--- src/rtl/gcd_pkg.sv ---
// Shared definitions for the round-robin GCD arbiter slice.
//   GCD_W        default operand/result width
//   GCD_N_REQ    default requester count
//   ST_*         raw state encodings, kept for code that still compares codes
//   gcd_arb_state_t  arbiter FSM state type (IDLE, RUN, RESP)
package gcd_pkg;

  localparam int unsigned GCD_W     = 9;
  localparam int unsigned GCD_N_REQ = 4;

  localparam logic [1:0] ST_IDLE = 2'd0;
  localparam logic [1:0] ST_RUN  = 2'd1;
  localparam logic [1:0] ST_RESP = 2'd2;

  typedef enum logic [1:0] {
    IDLE = ST_IDLE,
    RUN  = ST_RUN,
    RESP = ST_RESP
  } gcd_arb_state_t;

endpackage

--- src/rtl/gcd_core.sv ---
// Subtractive GCD datapath.
//   clk, rst_n  clock, synchronous active-low reset
//   start       load a/b and begin iterating (one step per cycle)
//   a, b        operands sampled on start
//   done        one-cycle pulse on the final step; c is valid in that cycle
//   c           result, meaningful only while done is high
module gcd_core
  import gcd_pkg::*;
#(
  parameter int unsigned W = GCD_W
) (
  input  logic         clk,
  input  logic         rst_n,
  input  logic         start,
  input  logic [W-1:0] a,
  input  logic [W-1:0] b,
  output logic         done,
  output logic [W-1:0] c
);

  logic [W-1:0] a_q;
  logic [W-1:0] b_q;
  logic         active;

  // Zero operands finish immediately, so gcd(x,0)=x and gcd(0,0)=0.
  assign done = active && ((a_q == '0) || (b_q == '0) || (a_q == b_q));
  assign c    = (a_q == '0) ? b_q : a_q;

  always_ff @(posedge clk) begin
    if (!rst_n) begin
      a_q    <= '0;
      b_q    <= '0;
      active <= 1'b0;
    end else if (start) begin
      a_q    <= a;
      b_q    <= b;
      active <= 1'b1;
    end else if (active) begin
      if (done) begin
        active <= 1'b0;
      end else if (a_q > b_q) begin
        a_q <= a_q - b_q;
      end else begin
        b_q <= b_q - a_q;
      end
    end
  end

endmodule

--- src/rtl/gcd_arbiter.sv ---
// Round-robin arbiter sharing one gcd_core among N_REQ requesters.
//   clk, rst_n   clock, synchronous active-low reset
//   req_valid    per-requester request valid
//   req_ready    per-requester accept (one-hot or zero, IDLE only)
//   req_a/req_b  packed operands, requester i at [i*W +: W]
//   rsp_valid    result valid (RESP state)
//   rsp_ready    consumer accepts the result
//   rsp_id       index of the granted requester
//   rsp_c        GCD result
//   rsp_cycles   RUN cycle count, saturating (only with GCD_ARB_CYCLES_EN)
//   busy         high in any state other than IDLE
// Optional feature macro: GCD_ARB_CYCLES_EN
module gcd_arbiter
  import gcd_pkg::*;
#(
  parameter int unsigned N_REQ = GCD_N_REQ,
  parameter int unsigned W     = GCD_W
) (
  input  logic                     clk,
  input  logic                     rst_n,
  input  logic [N_REQ-1:0]         req_valid,
  output logic [N_REQ-1:0]         req_ready,
  input  logic [N_REQ*W-1:0]       req_a,
  input  logic [N_REQ*W-1:0]       req_b,
  output logic                     rsp_valid,
  input  logic                     rsp_ready,
  output logic [$clog2(N_REQ)-1:0] rsp_id,
  output logic [W-1:0]             rsp_c,
`ifdef GCD_ARB_CYCLES_EN
  output logic [15:0]              rsp_cycles,
`endif
  output logic                     busy
);

  localparam int unsigned ID_W = $clog2(N_REQ);

  gcd_arb_state_t  state;
  logic [ID_W-1:0] rr;
  logic [ID_W-1:0] grant_idx;
  logic            found;
  logic            accept;
  logic [W-1:0]    grant_a;
  logic [W-1:0]    grant_b;
  logic            core_done;
  logic [W-1:0]    core_c;

  function automatic logic [ID_W-1:0] wrap_idx(input int unsigned k);
    return (k >= N_REQ) ? ID_W'(k - N_REQ) : ID_W'(k);
  endfunction

  // First valid requester at or after rr, wrapping around.
  always_comb begin
    found     = 1'b0;
    grant_idx = '0;
    for (int unsigned i = 0; i < N_REQ; i++) begin
      if (!found && req_valid[wrap_idx(32'(rr) + i)]) begin
        found     = 1'b1;
        grant_idx = wrap_idx(32'(rr) + i);
      end
    end
  end

  // Gated by rst_n so no requester sees an accept while reset is held.
  assign accept = rst_n && (state == IDLE) && found;

  always_comb begin
    req_ready = '0;
    if (accept) req_ready[grant_idx] = 1'b1;
  end

  assign grant_a = req_a[32'(grant_idx) * W +: W];
  assign grant_b = req_b[32'(grant_idx) * W +: W];

  gcd_core #(.W(W)) u_core (
    .clk   (clk),
    .rst_n (rst_n),
    .start (accept),
    .a     (grant_a),
    .b     (grant_b),
    .done  (core_done),
    .c     (core_c)
  );

  always_ff @(posedge clk) begin
    if (!rst_n) begin
      state  <= IDLE;
      rr     <= '0;
      rsp_id <= '0;
      rsp_c  <= '0;
    end else begin
      case (state)
        IDLE: begin
          if (found) begin
            state  <= RUN;
            rsp_id <= grant_idx;
            rr     <= (grant_idx == ID_W'(N_REQ - 1)) ? '0 : grant_idx + 1'b1;
          end
        end
        RUN: begin
          if (core_done) begin
            rsp_c <= core_c;
            state <= RESP;
          end
        end
        RESP: begin
          if (rsp_ready) state <= IDLE;
        end
        default: state <= IDLE;
      endcase
    end
  end

`ifdef GCD_ARB_CYCLES_EN
  always_ff @(posedge clk) begin
    if (!rst_n) begin
      rsp_cycles <= '0;
    end else if (accept) begin
      rsp_cycles <= '0;
    end else if (state == RUN && rsp_cycles != 16'hFFFF) begin
      rsp_cycles <= rsp_cycles + 16'd1;
    end
  end
`endif

  assign rsp_valid = (state == RESP);
  assign busy      = (state != IDLE);

endmodule
--- config.mk ---
export PLATFORM = sky130hd
export DESIGN_NAME = gcd_arbiter
export DESIGN_NICKNAME = d
export VERILOG_FILES = /design/src/rtl/gcd_pkg.sv /design/src/rtl/gcd_core.sv /design/src/rtl/gcd_arbiter.sv
export SDC_FILE = /design/constraint.sdc
export NUM_CORES = 1
export LEC_CHECK = 0
export CAP_MARGIN = 20
export CORE_MARGIN = 10
export CORE_UTILIZATION = 45
export DETAILED_ROUTE_END_ITERATION = 8
export GPL_ROUTABILITY_DRIVEN = 0
export HOLD_SLACK_MARGIN = 0.05
export PLACE_DENSITY = 0.77
export SETUP_SLACK_MARGIN = 0.2
export SLEW_MARGIN = 30
export SYNTH_ARGS = -nofsm -noshare
export SYNTH_HDL_FRONTEND = slang
export SYNTH_SLANG_ARGS = --single-unit
--- constraint.sdc ---
create_clock -name clk -period 5.5 [get_ports clk]
set_input_delay 0.55 -clock clk [delete_from_list [all_inputs] [get_ports clk]]
set_output_delay 0.55 -clock clk [all_outputs]
set_load 0.01 [all_outputs]
# After elaboration in Yosys (flattened, before gate mapping)
# Cells that the tools add are included.
totals:
  elab_cells: 103
  in_bits: 79
  out_inout_bits: 17
  reg_bits: 34
op_classes:
  multipliers: 1
  addsub: 10
  n_reduce_logical: 23
  n_shift: 2
  eq_ne: 9
  n_lt_le_gt_ge: 11
  mux: 40
op_table:
  columns: ["op", "n"]
  rows:
  - ["2-to-1 mux 9 bit", 9]
  - ["variable part select 36 x 7 -> 9 bit", 2]
  - ["2-to-1 mux 2 bit", 12]
  - ["zero test 9 bit", 2]
  - ["subtractor 9 bit", 2]
  - ["less-than comparator 2 x 3 -> 1 bit (second input constant)", 5]
  - ["2-to-1 mux 1 bit", 12]
  - ["equality test 9 bit", 1]
  - ["greater-or-equal comparator 3 bit (second input constant)", 3]
  - ["greater-than comparator 9 bit", 1]
  - ["AND reduction 3 bit", 3]
  - ["binary-select mux 1 bit (select 2 bit)", 4]
  - ["!= test 2 bit (second input constant)", 4]
  - ["subtractor 2 x 1 -> 2 bit (second input constant)", 4]
  - ["logical AND 1 bit", 7]
  - ["adder 2 x 2 -> 3 bit (second input constant)", 2]
  - ["multiplier 2 x 4 -> 6 bit (second input constant)", 1]
  - ["case mux 2 bit (3 select lines)", 1]
  - ["nonzero test 2 bit", 3]
  - ["equality test 2 bit (second input constant)", 2]
  - ["2-to-1 mux 4 bit", 1]
  - ["AND reduction 2 bit", 2]
  - ["adder 2 x 1 -> 3 bit (second input constant)", 1]
  - ["greater-or-equal comparator 2 x 3 -> 1 bit (second input constant)", 1]
  - ["8 further kinds", 11]

# Longest topological paths before layout
depth:
  depth_word: 19
  depth_mapped: 10
  depth_no_buf: 9

# Cells and area by module
# A second synthesis with hierarchy kept.
unflattened:
  hier_cells: 366
  area_unflattened_um2: 3062.9
by_module_without_submodules:
  columns: ["mod", "cells_each", "n_inst", "seq_area_each_um2", "area_each_um2"]
  rows:
  - ["gcd_core", 224, 1, 380.4, 1761.7]
  - ["gcd_arbiter", 142, 1, 300.3, 1301.2]

# Worst setup path after synthesis
# No wires, ideal clock.
synth_path:
  path_type: "input-to-output"
  from: "input port req_valid[1]"
  to: "output port req_ready[3]"
  setup_slack_ns: 3.101
  t_required_ns: 4.950
  arrival_ns: 1.849
  stages: 7
  n_path_buf: 1
  cell_sequence: "nor2_2 and4b_1 nor2_4 inv_2 buf_2 ha_1 and3_1"
synth_between:
  elab_chain_cells: 17
  word_cells_on_any_way: 29
  classes_between: "order compare: 2; mux: 19; reduce/logical: 8"
synth_lines:
  columns: ["element", "line", "text"]
  rows:
  - ["start: declaration", "gcd_arbiter.sv:21", "input logic [N_REQ-1:0] req_valid,"]
  - ["binary-select mux 1 bit (select 2 bit)", "gcd_arbiter.sv:56", "if (!found && req_valid[wrap_idx(32'(rr) + i)]) begin"]
  - ["2-to-1 mux 1 bit (implied by the code)", "gcd_arbiter.sv:56", null]
  - ["2-to-1 mux 1 bit", "gcd_arbiter.sv:56", null]
  - ["zero test 1 bit", "gcd_arbiter.sv:56", null]
  - ["logical AND 1 bit", "gcd_arbiter.sv:56", null]
  - ["2-to-1 mux 1 bit", "gcd_arbiter.sv:56", null]
  - ["zero test 1 bit", "gcd_arbiter.sv:56", null]
  - ["logical AND 1 bit", "gcd_arbiter.sv:56", null]
  - ["[... 2 more ...]", null, null]
  - ["logical AND 1 bit", "gcd_arbiter.sv:56", null]
  - ["2-to-1 mux 2 bit (*)", "gcd_arbiter.sv:56", null]
  - ["via grant_idx[0]", "gcd_arbiter.sv:39", "logic [ID_W-1:0] grant_idx;"]
  - ["less-than comparator 2 x 3 -> 1 bit (implied by the code) or greater-or-equal comparator 2 x 1 -> 1 bit (tied branches)", "gcd_arbiter.sv:68", "if (accept) req_ready[grant_idx] = 1'b1;"]
  - ["logical AND 1 bit (implied by the code)", "gcd_arbiter.sv:68", null]
  - ["2-to-1 mux 1 bit (implied by the code)", "gcd_arbiter.sv:68", null]
  - ["demux 1 bit (select 2 bit) (*)", "gcd_arbiter.sv:68", null]
  - ["2-to-1 mux 4 bit (*)", "gcd_arbiter.sv:68", null]
  - ["end: declaration", "gcd_arbiter.sv:22", "output logic [N_REQ-1:0] req_ready,"]
# Mark *: on every way through the listed nets, which the timed path passes. The rest lies on a longest branch. The select of a mux whose other input is x is not followed.

# Worst setup path in the final report
layout_path:
  from: "input port req_valid[1]"
  to: "output port req_ready[3]"
layout_between:
  elab_chain_cells: 17
  word_cells_on_any_way: 29
  classes_between: "order compare: 2; mux: 19; reduce/logical: 8"
layout_lines:
  columns: ["element", "line"]
  rows:
  - ["binary-select mux 1 bit (select 2 bit)", "gcd_arbiter.sv:56"]
  - ["2-to-1 mux 1 bit (implied by the code)", "gcd_arbiter.sv:56"]
  - ["2-to-1 mux 1 bit", "gcd_arbiter.sv:56"]
  - ["zero test 1 bit", "gcd_arbiter.sv:56"]
  - ["logical AND 1 bit", "gcd_arbiter.sv:56"]
  - ["2-to-1 mux 1 bit", "gcd_arbiter.sv:56"]
  - ["zero test 1 bit", "gcd_arbiter.sv:56"]
  - ["logical AND 1 bit", "gcd_arbiter.sv:56"]
  - ["2-to-1 mux 1 bit", "gcd_arbiter.sv:56"]
  - ["zero test 1 bit", "gcd_arbiter.sv:56"]
  - ["logical AND 1 bit", "gcd_arbiter.sv:56"]
  - ["2-to-1 mux 2 bit", "gcd_arbiter.sv:56"]
  - ["less-than comparator 2 x 3 -> 1 bit (implied by the code) or greater-or-equal comparator 2 x 1 -> 1 bit (tied branches)", "gcd_arbiter.sv:68"]
  - ["logical AND 1 bit (implied by the code)", "gcd_arbiter.sv:68"]
  - ["2-to-1 mux 1 bit (implied by the code)", "gcd_arbiter.sv:68"]
  - ["demux 1 bit (select 2 bit)", "gcd_arbiter.sv:68"]
  - ["2-to-1 mux 4 bit (*)", "gcd_arbiter.sv:68"]
# Mark *: on every way between the ends. The rest lies on a longest branch, timed or not. The select of a mux whose other input is x is not followed.

==> metrics <==
status=completed; port bufs=95; H-tree depth=2; Final Hold Violating Endpoints=0; drt wl/cell=18.9 um; Final Cycle Share=0.721; Seq pwr share=0.224; crit start category=input port; r2r setup slk=2.34 ns; first-pass GRT wire length=17.6 mm; Hold Buf Count CTS=0; Yosys cell types=64; initial antenna violation count=0; Final min period=3.97 ns; largest stage delay on the critical path=0.71 ns; Pleak=1.64 nW; TritonCTS Buffers=5; CTS Sinks=34; detailed placement HPWL=8.64 mm; Pre-antenna DRT Iters=5; post-synthesis async set-or-reset flop share=0; Initial Util=0.465; reg2reg start=u_core.b_q[2]; CTS tree=built; final instance area=4160 um2; area of the die=10,800 um2; crit-path cells=clkdlybuf4s50_1, nor2_2, nor4_2, nor2_4, inv_2, ha_1, and3_1, clkdlybuf4s50_1; reg-to-reg endpoint=u_core.b_q[3]; Clock Root Buffer=clkbuf_8; Max Cap Viol=0; #FFs+latches synth=34; synthesized cell area=3160 um2; Setup Skew=0.00604 ns; Syn Inst Count=416; largest net degree at the start of global routing=30; Internal=845 uW; Post-synth EDFFs=0; R2R depth=8; hold endpoint=rsp_id[1]; critical path arrival=3.42 ns; GRT overflow=0; placed cell areas=4080 um2; RSZ-0062 raised after global routing=no; Mapped Nets=518; Yosys top cell area share=0.215; Synth Warn #=0; CP bufs+invs=3; Worst setup EP type=primary output; Area Overhead vs Synth=31.8%; maximum clock frequency=252 MHz; CTS resizes=0; vias=3,541; Max Slew Vio Count=0; DRC viols=0; family with the most delay on the worst path=buffers and inverters; top cells by area, synth=dfxtp_1 22%, ha_1 8.3%, a211oi_1 7.6%; prevailing post-synth register cell=dfxtp_1; HP Class=reg -> reg; final setup fails=0; worst vdd ir=0.186 mV; via/cell ratio=6.06; post-detailed-route count of antenna-violating nets=0; fill count=628; Comb pwr share=0.668; most frequent CP cell=clkdlybuf4s50_1; First DRT Iteration DRCs=260; Sw Pwr=815 uW; vias in the first global route=3,455; setup TNS=0 ns; Worst Hold Launch=rsp_id[1]; Crit Path Category=in -> out; Sw Ratio=0.491; FP Rows=30; clk slew on worst S/H paths=0.07 ns; Crit-path slowest cell=nor4_2; n_diodes=0; IO Count=96; synthesized area per cell=7.59 um2; die height=104 um; worst rel slew slack=0.432; Clock Latency Late Sink=0.29 ns; crit-path max FO=26; Nets=590; worst slew pin tran=0.845 ns; hold depth=2; register area share after synthesis=0.215; Pwr per Cell Area=399 nW/um2; Worst EP required=4.95 ns; DIE WIDTH=104 um; drt total wl=11.0 mm; CORE AREA=6790 um2; layout cells sized above 1=0.0553; gr usage total=0.194; clock power share=0.108; leading area contributor after synthesis=dfxtp_1; Clock Path Buffers=2; Post-CTS Setup Bufs=0
[metal layers]
metal | vias up | global-route usage | part of all wire
met5 | - | 0 | 0
met4 | 0 | 0.0616 | 0.020
met3 | 16 | 0.0960 | 0.14
met2 | 181 | 0.313 | 0.46
met1 | 1654 | 0.220 | 0.39
li1 | 1690 | - | -
[kinds of logic (layout without fill, tap and decap cells)]
kind of cell / count (synthesis) / count (layout) / synth area share
AOI/OAI and AO/OA: 131 / 131 / 0.294
xor gates and xnor gates: 7 / 7 / 0.0194
adders and majority gates: 23 / 23 / 0.0958
buffers and inverters: 59 / 131 / 0.0851
DFF: 34 / 34 / 0.215
muxes: 6 / 6 / 0.0190
and+or+nand+nor: 156 / 156 / 0.271
[synth_stat cells, types with 2 or more instances]
master     instances
a2111oi_0          2
a211oi_1          32
a21o_1             5
a21oi_1           22
a221o_1            2
a221oi_1           2
a311oi_1           5
a31oi_1            3
and3_1            27
and4_1             2
and4b_1            2
buf_2              8
buf_4              4
buf_6              3
clkbuf_1          17
dfxtp_1           34
fa_1               2
ha_1              21
inv_1             23
inv_2              2
mux2i_1            6
nand2_1           16
nand2b_1           6
nand3_1           28
nand4_1            4
nor2_1            30
nor2b_1            6
nor3_1            19
nor4_1             5
o2111a_1           2
o21a_1             3
o21ai_0           27
o21ai_1            2
o21bai_1           2
o22ai_1            3
o311a_1            6
xnor2_1            4
xor2_1             3
[power by group through the flow]
stage          clock network, mW  registers, mW  logic, mW
2_1_floorplan                  0          0.355      0.835
3_3_place_gp                   0          0.373       1.06
3_5_place_dp                   0          0.374       1.08
4_1_cts                    0.181          0.369       1.09
5_1_grt                    0.188          0.376       1.22
6_report                   0.179          0.372       1.11
[through the flow]
step / worst slack (ns) / utilization / power, mW / hold slack [ns] / cells
final: 1.53 / 0.613 / 1.66 / 0.458 / 584
after CTS: 1.54 / 0.612 / 1.64 / 0.463 / 583
after floorplan: 3.10 / - / 1.19 / 0.481 / 416
after detailed placement: 1.55 / 0.600 / 1.46 / 0.453 / 576
after global placement: 1.61 / 0.600 / 1.43 / 0.447 / 576
after global routing: 1.32 / 0.613 / 1.78 / 0.498 / 584
[state kept, by name, indices dropped and copies added, names as in the netlist]
register,flops
u_core.b_q,9
u_core.active,1
state,2
rsp_c,9
rsp_id,2
u_core.a_q,9
rr,2
[layout make-up]
type / instances / area, um2 / area share
inverters: 26 / 97.6 / 0.0234
multi-input cells: 323 / 2210 / 0.532
flip-flops and latches: 34 / 681 / 0.163
clock buffers: 5 / 68.8 / 0.0165
well taps: 96 / 120 / 0.0288
repair buffers: 98 / 973 / 0.234
clock inverters: 2 / 10.0 / 0.00240
[cells in the final DEF, fill, tap and decap left out, drive strengths merged, types with 7 or more instances in the layout]
cell type and count:
a21oi 22, nor2 32, nand3 29, o21ai 29, inv 25, clkdlybuf4s50 95, a211oi 34, nor2b 7
nor3 19, nand2 16, and3 28, ha 21, dfxtp 34
[worst min-delay path, stage by stage, from the launching register on]
cell and delay (ns):
dfxtp_1 0.31, nand2_1 0.05, a21oi_1 0.05
[worst max path at each step]
stage | from | end | slack (ns) | cells after the start
floorplan | req_valid[1] | req_ready[3] | 3.10 | 7
global placement | req_valid[0] | req_ready[3] | 1.61 | 8
detailed placement | req_valid[1] | req_ready[3] | 1.55 | 8
CTS | req_valid[1] | req_ready[3] | 1.54 | 8
global route | req_valid[0] | req_ready[3] | 1.32 | 8
finish | req_valid[1] | req_ready[3] | 1.53 | 8
No activity file was read; power rests on OpenSTA's default activity.
